### src/rtl/ep1_sweep_ctrl.sv
// ep1_sweep_ctrl: drives all 32 vectors into a 5-input block, counts x/y/z ones; optional CRC signature under EP1_SWEEP_SIG_EN
module ep1_sweep_ctrl #(
  parameter int SETTLE = 1
) (
  input  logic       clk,
  input  logic       rst,
  input  logic       start,
  input  logic       hold,
  output logic [4:0] abcde,
  input  logic [2:0] xyz,
  output logic       busy,
  output logic       done,
  output logic [4:0] vec_idx,
  output logic [5:0] cnt_x,
  output logic [5:0] cnt_y,
  output logic [5:0] cnt_z
`ifdef EP1_SWEEP_SIG_EN
  ,
  output logic [15:0] sig
`endif
);
  typedef enum logic [1:0] {IDLE, DRIVE, SAMPLE, DONE} state_t;
  localparam logic [3:0] SETTLE_L = 4'(SETTLE);
  state_t state_q;
  logic [3:0] settle_q;
  logic [4:0] vec_q;
  logic [5:0] cx_q, cy_q, cz_q;
  logic busy_q, done_q;
  // sweep sequencer: hold freezes everything, a new sweep may only start from IDLE or DONE
  always_ff @(posedge clk) begin
    if (rst) begin
      state_q  <= IDLE;
      settle_q <= '0;
      vec_q    <= '0;
      cx_q     <= '0;
      cy_q     <= '0;
      cz_q     <= '0;
      busy_q   <= 1'b0;
      done_q   <= 1'b0;
    end else if (!hold) begin
      case (state_q)
        IDLE, DONE: if (start) begin
          state_q  <= DRIVE;
          settle_q <= SETTLE_L;
          vec_q    <= '0;
          cx_q     <= '0;
          cy_q     <= '0;
          cz_q     <= '0;
          busy_q   <= 1'b1;
          done_q   <= 1'b0;
        end
        DRIVE: begin
          settle_q <= settle_q - 4'd1;
          if (settle_q <= 4'd1) state_q <= SAMPLE;
        end
        SAMPLE: begin
          cx_q <= cx_q + {5'd0, xyz[2]};
          cy_q <= cy_q + {5'd0, xyz[1]};
          cz_q <= cz_q + {5'd0, xyz[0]};
          if (vec_q == 5'd31) begin
            state_q <= DONE;
            busy_q  <= 1'b0;
            done_q  <= 1'b1;
          end else begin
            state_q  <= DRIVE;
            settle_q <= SETTLE_L;
            vec_q    <= vec_q + 5'd1;
          end
        end
        default: state_q <= IDLE;
      endcase
    end
  end
  assign abcde   = vec_q;
  assign vec_idx = vec_q;
  assign busy    = busy_q;
  assign done    = done_q;
  assign cnt_x   = cx_q;
  assign cnt_y   = cy_q;
  assign cnt_z   = cz_q;
`ifdef EP1_SWEEP_SIG_EN
  logic [15:0] sig_q, sig_d;
  logic accept, samp;
  // CRC-16/CCITT shift with the response bits folded into the low end
  always_comb begin
    accept = !hold && start && (state_q == IDLE || state_q == DONE);
    samp   = !hold && state_q == SAMPLE;
    sig_d  = {sig_q[14:0], 1'b0} ^ (sig_q[15] ? 16'h1021 : 16'h0000) ^ {13'd0, xyz};
  end
  // signature register, reseeded at every accepted start
  always_ff @(posedge clk) begin
    if (rst || accept) sig_q <= 16'hFFFF;
    else if (samp) sig_q <= sig_d;
  end
  assign sig = sig_q;
`endif
endmodule

### config.mk
export PLATFORM = sky130hd
export DESIGN_NAME = ep1_sweep_ctrl
export DESIGN_NICKNAME = d
export VERILOG_FILES = /design/src/rtl/ep1_sweep_ctrl.sv
export SDC_FILE = /design/constraint.sdc
export NUM_CORES = 1
export LEC_CHECK = 0
export ABC_AREA = 0
export BUFFER_PORTS_ARGS = -buffer_cell sky130_fd_sc_hd__buf_4
export CORE_ASPECT_RATIO = 0.6
export CORE_MARGIN = 5
export CORE_UTILIZATION = 35
export CTS_CLUSTER_DIAMETER = 200
export CTS_CLUSTER_SIZE = 28
export DETAILED_ROUTE_END_ITERATION = 10
export PLACE_DENSITY = 0.51
export RECOVER_POWER = 100
export SETUP_SLACK_MARGIN = 0.4
export SYNTH_ARGS = -nofsm -noshare
export SYNTH_HDL_FRONTEND = slang
export SYNTH_SLANG_ARGS = --single-unit
export TNS_END_PERCENT = 1
### constraint.sdc
create_clock -name clk -period 2.3 [get_ports clk]
set_clock_uncertainty 0.1 [all_clocks]
set_input_delay 0.345 -clock clk [delete_from_list [all_inputs] [get_ports clk]]
set_output_delay 0.345 -clock clk [all_outputs]
set_load 0.005 [all_outputs]
==> reports/metrics.csv, run 1 <==
metric,value,unit
final setup fails,0,
CP peak stage delay,0.42,ns
Synth warnings,0,
status,finished clean,
"top cells by area, synth","dfxtp_1 36%, ha_1 9.4%, nor2_2 5.4%",
I/O pin total,37,
reg2reg setup slack,0.31,ns
CTS H-tree depth,2,
Finished Cell Area,2110,µm²
clk_lat worst skew,0.29,ns
Crit. End Element,register,
Die Wd,101,µm
final critical-path required period,1.99,ns
hold path start,rst,
final critical-path share of the clock period,0.867,
cells on worst reg2reg path,7,
clock buffers created by TritonCTS,5,
Via Count,1420,
internal power,0.896,mW
fin nets,240,
Startpoint Class,register,
GP Congestion,0.750,
RSZ-0062 raised after global routing,true,
Max IR drop VDD,288,µV
vias in the first global route,1399,
Switching Share,0.268,
Post-route DRC,0,
clk sinks,31,
row cnt,19,
layout cells sized above 1,0.299,
"area leader, netlist",dfxtp_1,
area share of the largest cell type after synthesis,0.358,
wire length per cell,14.4,µm
post-synthesis cell area,1730,µm²
largest net degree at the start of global routing,22,
Layout fillers,473,
Flop pwr share,0.463,
hold violation total from the final report,0,
mean post-synth cell area,9.31,µm²
Clock Path Buffers,2,
fin. max-slew vios,0,
worst-path cell chain,inv_1 > ha_2 > and2b_1 > nor2_4 > a21o_1 > buf_12 > a21oi_2,
Worst R2R End,abcde[3]$_SDFFE_PP0P_,
core area,4680,µm²
Slew @ Worst Pin,0.447,ns
Vias/cell,5.00,
Die Y,64.5,µm
IO Port Bufs,36,
hpwl dp,2.97,mm
Initial Util,0.370,
diode count,0,
cell with the largest stage delay on the worst path,and2b_1,
max cap viols,0,
CTS root buf,clkbuf_8,
WHS Path Cells,2,
total power per unit cell area,581,nW/µm²
Yosys reg bits,31,
Hold Crit Class,input pin to register,
die area,6500,µm²
"Area growth, synth to finish",21.6,%
DR pass1 iterations,4,
Placement Cell Area,2000,µm²
Synth Instances,186,
antenna violations before repair,0,
upper clock frequency limit,502,MHz
crit path DAT,2.11,ns
"Distinct cells, synth",40,
P_sw,0.327,mW
"Req. time, crit path",2.42,ns
sequential fraction of the synthesis area,0.358,
R2R Path Start,state_q[0]$_SDFFE_PP0P_,
crit path max fanout,21,
Leak,0.867,nW
Clk network pwr share,0.391,
total wire length,4.09,mm
Crit Path Class,register to register,
Global Route Usage Sum,0.128,
WHS Endpoint,settle_q[1]$_SDFFE_PP0P_,
GRT Residual Overflow,0,
combinational power share,0.146,
Mapped Nets,206,
first-pass GRT wire length,6.61,mm
headroom to the max-slew limit,0.699,
number of routed nets with antenna violations,0,
CTS tree,done,
"Reg clk slew, reported paths",0.07,ns
Iter 0 DRT Violations,36,
Fin Setup TNS,0,ns
-- metrics by stage --
| step | hold slack [ns] | utilization | cells | power, mW | worst slack [ns] |
|---|---|---|---|---|---|
| final | 0.231 | 0.450 | 284 | 1.22 | 0.307 |
| after global routing | 0.238 | 0.450 | 284 | 1.28 | 0.208 |
| after CTS | 0.223 | 0.453 | 282 | 1.24 | 0.402 |
| after detailed placement | 0.389 | 0.427 | 274 | 0.754 | 0.166 |
| after global placement | 0.373 | 0.427 | 274 | 0.748 | 0.306 |
| after floorplan | 0.358 | - | 186 | 0.705 | 0.520 |
-- state kept, by name, summed over array words and instances, names as in the netlist --
| signal | count |
|---|---|
| state_q | 2 |
| cnt_y | 6 |
| cnt_x | 6 |
| abcde | 5 |
| busy | 1 |
| done | 1 |
| cnt_z | 6 |
| settle_q | 4 |
-- area by class of cell --
type                    instances  area, µm²  share of cell area
clock buffers                   8        100              0.0475
inverters                       7       26.3              0.0125
well taps                      63       78.8              0.0374
flip-flops and latches         31        621               0.295
repair buffers                 40        313               0.149
multi-input cells             135        967               0.459
-- worst max path at each step --
stage,start,end,slack (ns),cells past startpoint
6_report,state_q[0]$_SDFFE_PP0P_,abcde[3]$_SDFFE_PP0P_,0.31,7
5_1_grt,state_q[0]$_SDFFE_PP0P_,cnt_x[3]$_SDFFE_PP0P_,0.21,7
4_1_cts,state_q[0]$_SDFFE_PP0P_,abcde[3]$_SDFFE_PP0P_,0.40,7
3_5_place_dp,state_q[0]$_SDFFE_PP0P_,abcde[3]$_SDFFE_PP0P_,0.17,6
3_3_place_gp,state_q[0]$_SDFFE_PP0P_,abcde[3]$_SDFFE_PP0P_,0.31,6
2_1_floorplan,abcde[0]$_SDFFE_PP0P_,abcde[3]$_SDFFE_PP0P_,0.52,7
-- timing repair --
item | CTS | global route
endpoints found under the hold margin | 0 | 0
cloned | 0 | 0
hold buffers | 0 | 0
endpoints found under the setup margin | 23 | 24
pin swaps | 0 | 1
setup buffers | 0 | 2
resized for setup | 5 | 5
-- cells by family (layout without fill, tap and decap cells) --
| kind of cell | Yosys count | count (layout) | share of synthesized area |
|---|---|---|---|
| compound gates | 29 | 29 | 0.114 |
| xor+xnor | 14 | 14 | 0.0708 |
| fa+ha+maj | 13 | 13 | 0.0939 |
| buf+inv | 20 | 55 | 0.0773 |
| flops | 31 | 31 | 0.358 |
| simple gates | 79 | 79 | 0.285 |
-- power by group through the flow --
stage,logic [mW],registers [mW],clock network (mW)
2_1_floorplan,0.129,0.576,0
3_3_place_gp,0.171,0.577,0
3_5_place_dp,0.176,0.578,0
4_1_cts,0.182,0.566,0.491
5_1_grt,0.197,0.568,0.515
6_report,0.178,0.566,0.479
-- cells in the final DEF, fill, tap and decap left out, types with 3 or more instances in the layout --
cell | synthesis | routed
dfxtp_1 | 31 | 31
clkbuf_4 | 0 | 28
nand2_1 | 17 | 17
nor2_1 | 2 | 15
nand3_1 | 14 | 14
ha_1 | 13 | 12
buf_4 | 5 | 11
xor2_1 | 10 | 10
a21oi_1 | 10 | 10
inv_1 | 7 | 7
clkbuf_8 | 0 | 7
a21oi_2 | 6 | 6
and3_1 | 5 | 5
nor4_2 | 4 | 4
xnor2_1 | 4 | 4
nand4_1 | 4 | 4
o21ai_0 | 3 | 3
-- worst max-delay path: cells and delay by family (launching register included) --
kind | cells | cell delay, ns
AO/OA/AOI/OAI | 2 | 0.31
flip-flops | 1 | 0.39
adder cells (fa/ha/maj) | 1 | 0.38
buffers and inverters | 2 | 0.23
AND/OR/NAND/NOR | 2 | 0.50
-- synth_stat cells (all sizes together) --
library cell and number:
nand3 15, nand3b 1, a21oi 16, o32ai 2
o21ai 3, or3 2, and2 2, o31ai 2
buf 12, nor4 5, a21bo 1, ha 13
o31a 1, nor2 18, nand4b 2, xor2 10
nand4 4, clkbuf 1, xnor2 4, a21o 1
a211oi 1, nand2 18, nor3 2, o21a 1
inv 7, dfxtp 31, and4 2, nand2b 2
a31oi 1, and2b 1, and3 5
-- per-layer routing --
layer  wire length (µm)  GRT usage
met5                  0          0
met3                219     0.0343
met2               1830      0.200
met1               1980      0.168
met4                 68     0.0555
No activity file was read; power rests on OpenSTA's default activity.
==> run 2, diff against run 1 <==
--- a/config.mk
+++ b/config.mk
@@ -13,9 +13,10 @@
 export CTS_CLUSTER_DIAMETER = 200
 export CTS_CLUSTER_SIZE = 28
 export DETAILED_ROUTE_END_ITERATION = 10
-export PLACE_DENSITY = 0.51
+export PLACE_DENSITY = 0.64
 export RECOVER_POWER = 100
 export SETUP_SLACK_MARGIN = 0.4
+export SLEW_MARGIN = 20
 export SYNTH_ARGS = -nofsm -noshare
 export SYNTH_HDL_FRONTEND = slang
 export SYNTH_SLANG_ARGS = --single-unit
==> run 2 against run 1 <==
Utilization fell by 1.4 points. Global-route usage fell by 0.32 points. Non-clock buffer count did not move. Critical endpoint unchanged. Largest cell class unchanged. Fmax rose by 0.40%. Via count fell by 3.3%. Clock-buffer cell count fell by 2. Sequential share of layout area rose by 0.96 points. Critical path depth did not move.
==> reports/metrics.csv, run 2 (synthesized netlist as in run 1, its figures left out) <==
metric,value,unit
status,finished clean,
I/O pin total,37,
"Area growth, synth to finish",17.8,%
Crit Path Class,register to register,
clk_lat worst skew,0.28,ns
clk sinks,31,
Iter 0 DRT Violations,117,
Hold Crit Class,input pin to register,
Leak,0.828,nW
first-pass GRT wire length,6.44,mm
vias in the first global route,1258,
max cap viols,0,
GP Congestion,0.802,
WHS Path Cells,2,
antenna violations before repair,0,
"most common cell after layout, fill and taps aside",dfxtp_1,
largest net degree at the start of global routing,22,
crit path DAT,2.09,ns
Initial Util,0.370,
Final Power,1.12,mW
CTS tree,done,
Crit. End Element,register,
Global Route Usage Sum,0.125,
total wire length,3.83,mm
final setup fails,0,
dpl cells,274,
Worst R2R End,abcde[3]$_SDFFE_PP0P_,
"Reg clk slew, reported paths",0.06,ns
final core occ,0.435,
"commonest cells after routing, fill and taps aside","31 x dfxtp_1, 30 x clkbuf_4, 18 x nand2_1",
crit path max fanout,6,
reg2reg setup slack,0.31,ns
Slew @ Worst Pin,0.427,ns
upper clock frequency limit,504,MHz
layout cells sized above 1,0.256,
hpwl dp,2.87,mm
fin cells,282,
worst hold slack,0.247,ns
Die Wd,101,µm
Clock Path Buffers,2,
CTS root buf,clkbuf_8,
final critical-path share of the clock period,0.863,
Fin Setup TNS,0,ns
Via Count,1373,
IO Port Bufs,36,
headroom to the max-slew limit,0.713,
WHS Endpoint,settle_q[1]$_SDFFE_PP0P_,
core area,4680,µm²
Post-route DRC,0,
Vias/cell,4.87,
hold path start,rst,
row cnt,19,
Max IR drop VDD,217,µV
wire length per cell,13.6,µm
Startpoint Class,register,
DR pass1 iterations,4,
diode count,0,
clock buffers created by TritonCTS,5,
CTS H-tree depth,2,
number of routed nets with antenna violations,0,
total power per unit cell area,550,nW/µm²
Die Y,64.5,µm
GRT Residual Overflow,0,
R2R Path Start,abcde[0]$_SDFFE_PP0P_,
RSZ-0062 raised after global routing,true,
final critical-path required period,1.99,ns
hold violation total from the final report,0,
"Req. time, crit path",2.40,ns
fin. max-slew vios,0,
cells on worst reg2reg path,7,
fin nets,240,
die area,6500,µm²
-- run 2: layout make-up --
| cell class | instances | area [µm²] |
|---|---|---|
| sequential | 31 | 621 |
| tap | 63 | 78.8 |
| inverter | 7 | 26.3 |
| timing repair buffer | 40 | 313 |
| clock buffer | 6 | 72.6 |
| fill | 473 | 2640 |
| multi-input combinational | 135 | 928 |
-- run 2: worst max path at each step --
stage | startpoint | end | depth (start not counted)
floorplan | abcde[0]$_SDFFE_PP0P_ | abcde[3]$_SDFFE_PP0P_ | 7
global placement | state_q[0]$_SDFFE_PP0P_ | abcde[3]$_SDFFE_PP0P_ | 6
detailed placement | state_q[0]$_SDFFE_PP0P_ | abcde[3]$_SDFFE_PP0P_ | 6
CTS | state_q[0]$_SDFFE_PP0P_ | abcde[1]$_SDFFE_PP0P_ | 6
global route | abcde[0]$_SDFFE_PP0P_ | abcde[3]$_SDFFE_PP0P_ | 7
finish | abcde[0]$_SDFFE_PP0P_ | abcde[3]$_SDFFE_PP0P_ | 7
-- run 2: stage by stage --
stage | setup WS [ns] | instance area [µm²]
after global routing | 0.164 | 2040
final | 0.314 | 2040
after floorplan | 0.520 | 1730
after CTS | 0.409 | 2080
after detailed placement | 0.276 | 2000
after global placement | 0.333 | 2000
-- run 2: timing repair --
item,in CTS,in global routing
pin swaps,0,1
resized for setup,3,0
buffers inserted,0,2
hold buffers,0,0
hold endpoints to repair,0,0
setup endpoints to repair,15,27
-- run 2: routing by layer --
metal | routed length [µm] | part of all wire | vias up | GRT usage
li1 | - | - | 707 | -
met1 | 2050 | 0.54 | 614 | 0.198
met2 | 1450 | 0.38 | 47 | 0.155
met3 | 289 | 0.075 | 5 | 0.0407
met4 | 38 | 0.0099 | 0 | 0.0353
met5 | 0 | 0 | - | 0
-- run 2: power breakdown --
part / switching [mW] / internal [mW] / total (mW)
registers: 0.0155 / 0.552 / 0.567
clock network: 0.186 / 0.201 / 0.388
logic: 0.0983 / 0.0678 / 0.166
-- run 2: worst max-delay path: stages, from the launching register on --
cell,delay [ns]
dfxtp_1,0.36
ha_1,0.22
and3_1,0.19
ha_1,0.24
nand2_1,0.19
nand3_4,0.10
or3_1,0.36
a21oi_1,0.15
==> run 3, diff against run 2 <==
--- a/config.mk
+++ b/config.mk
@@ -7,13 +7,16 @@
 export LEC_CHECK = 0
 export ABC_AREA = 0
 export BUFFER_PORTS_ARGS = -buffer_cell sky130_fd_sc_hd__buf_4
+export CELL_PAD_IN_SITES_DETAIL_PLACEMENT = 1
+export CELL_PAD_IN_SITES_GLOBAL_PLACEMENT = 1
 export CORE_ASPECT_RATIO = 0.6
 export CORE_MARGIN = 5
 export CORE_UTILIZATION = 35
 export CTS_CLUSTER_DIAMETER = 200
 export CTS_CLUSTER_SIZE = 28
 export DETAILED_ROUTE_END_ITERATION = 10
-export PLACE_DENSITY = 0.64
+export MAX_ROUTING_LAYER = met4
+export PLACE_DENSITY_LB_ADDON = 0.12
 export RECOVER_POWER = 100
 export SETUP_SLACK_MARGIN = 0.4
 export SLEW_MARGIN = 20
==> run 3 against run 2 <==
Clock-buffer cell count is 2 higher. Utilization is 0.80 points higher. Clock power is 22% higher. Critical endpoint unchanged. Largest power group unchanged. Critical path type unchanged. Design area is 1.8% higher.
==> reports/metrics.csv, run 3 (synthesized netlist as in run 1, its figures left out) <==
metric,value,unit
status,finished clean,
wire length per cell,15.5,µm
crit path buf inv count,0,
vias in the first global route,1549,
clk_lat worst skew,0.28,ns
hold buffers post-CTS,0,
hpwl dp,3.31,mm
Hold Crit Class,input pin to register,
Max IR drop VDD,219,µV
fin nets,240,
WHS Path Cells,2,
Switching Share,0.264,
antenna violations before repair,0,
CTS tree,done,
final critical-path required period,1.96,ns
layout cells sized above 1,0.271,
Fin Setup TNS,0,ns
clock buffers created by TritonCTS,5,
Global Route Usage Sum,0.152,
Die Wd,101,µm
Slew @ Worst Pin,0.408,ns
Initial Util,0.370,
P_sw,0.321,mW
Iter 0 DRT Violations,32,
CTS root buf,clkbuf_8,
cells on worst reg2reg path,7,
total wire length,4.41,mm
Crit Path Class,register to register,
"Reg clk slew, reported paths",0.07,ns
clk sinks,31,
crit path max fanout,6,
crit path DAT,2.07,ns
"commonest cells after routing, fill and taps aside","31 x dfxtp_1, 29 x clkbuf_4, 17 x nand2_1",
total power per unit cell area,585,nW/µm²
die area,6500,µm²
GP Congestion,0.738,
Post-route DRC,0,
row cnt,19,
number of routed nets with antenna violations,0,
GRT Residual Overflow,0,
largest net degree at the start of global routing,22,
Critical Path Sink,abcde[3]$_SDFFE_PP0P_,
Crit path top cell by count,ha_1,
CP peak stage delay,0.36,ns
Clock Path Buffers,2,
Final Power,1.22,mW
cell with the largest stage delay on the worst path,dfxtp_1,
fin cells,284,
final critical-path share of the clock period,0.852,
Crit path depth,7,
Die Y,64.5,µm
Vias/cell,4.98,
internal power,0.895,mW
headroom to the max-slew limit,0.726,
crit path from,abcde[0]$_SDFFE_PP0P_,
IO Port Bufs,36,
Final WS setup,0.341,ns
"Req. time, crit path",2.41,ns
I/O pin total,37,
"most common cell after layout, fill and taps aside",dfxtp_1,
max cap viols,0,
"Area growth, synth to finish",19.9,%
diode count,0,
Crit. End Element,register,
reg2reg setup slack,0.34,ns
fin. max-slew vios,0,
RSZ-0062 raised after global routing,true,
worst-path cell chain,ha_1 > and3_1 > ha_1 > nand2_2 > nand3_4 > or3_1 > a21oi_1,
hold violation total from the final report,0,
combinational power share,0.145,
dpl cells,274,
upper clock frequency limit,510,MHz
Startpoint Class,register,
R2R Path Start,abcde[0]$_SDFFE_PP0P_,
Via Count,1414,
DR pass1 iterations,4,
hold path start,rst,
final setup fails,0,
Leak,0.849,nW
first-pass GRT wire length,7.72,mm
crit-path leading delay family,simple AND/OR/NAND/NOR gates,
Flop pwr share,0.466,
CTS H-tree depth,2,
Worst R2R End,abcde[3]$_SDFFE_PP0P_,
Clk network pwr share,0.389,
pre-CTS WS,0.202,ns
core area,4680,µm²
-- run 3: cell types whose count changed in the layout (fill, tap and decap cells not counted) --
cell and delta:
nand2_1 -1, and2b_1 -1, nand2b_2 -1, and2b_4 +1
nand2_2 +1, nand2b_4 +1, clkbuf_8 +2, clkbuf_4 -1
buf_4 +1
-- run 3: how the worst min path moves through the flow --
stage | to
final | done$_SDFFE_PP0P_
after floorplan | settle_q[1]$_SDFFE_PP0P_
after CTS | done$_SDFFE_PP0P_
after global routing | done$_SDFFE_PP0P_
after global placement | cnt_z[0]$_SDFFE_PP0P_
after detailed placement | cnt_x[0]$_SDFFE_PP0P_
-- run 3: repair_timing --
item,4_1_cts,5_1_grt
buffers inserted,1,1
setup endpoints to repair,25,28
endpoints found under the hold margin,0,0
resized for setup,4,2
pin swaps,0,2
-- run 3: metrics by stage --
stage	cell area [µm²]	utilization	hold slack, ns
after floorplan	1730	-	0.358
after global placement	2000	0.427	0.375
after detailed placement	2000	0.427	0.383
after CTS	2120	0.453	0.235
after global routing	2080	0.443	0.258
final	2080	0.443	0.246
-- run 3: layer usage --
metal | wire length, µm | track usage | up-vias
met2 | 1900 | 0.219 | 31
met1 | 2260 | 0.210 | 667
met4 | 55 | 0.0471 | 0
li1 | - | - | 708
met5 | 0 | - | -
met3 | 197 | 0.0386 | 8
-- run 3: power groups by stage --
stage / Sequential (mW) / Combinational [mW] / Clock, mW
2_1_floorplan: 0.576 / 0.129 / 0
3_3_place_gp: 0.577 / 0.171 / 0
3_5_place_dp: 0.580 / 0.178 / 0
4_1_cts: 0.567 / 0.184 / 0.489
5_1_grt: 0.569 / 0.196 / 0.514
6_report: 0.567 / 0.176 / 0.473
-- run 3: layout make-up --
cell class | count | area (µm²)
inverters | 7 | 26.3
multi-input cells | 135 | 938
repair buffers | 40 | 313
clock buffers | 8 | 100
flip-flops and latches | 31 | 621
fillers | 547 | 2610
well taps | 63 | 78.8
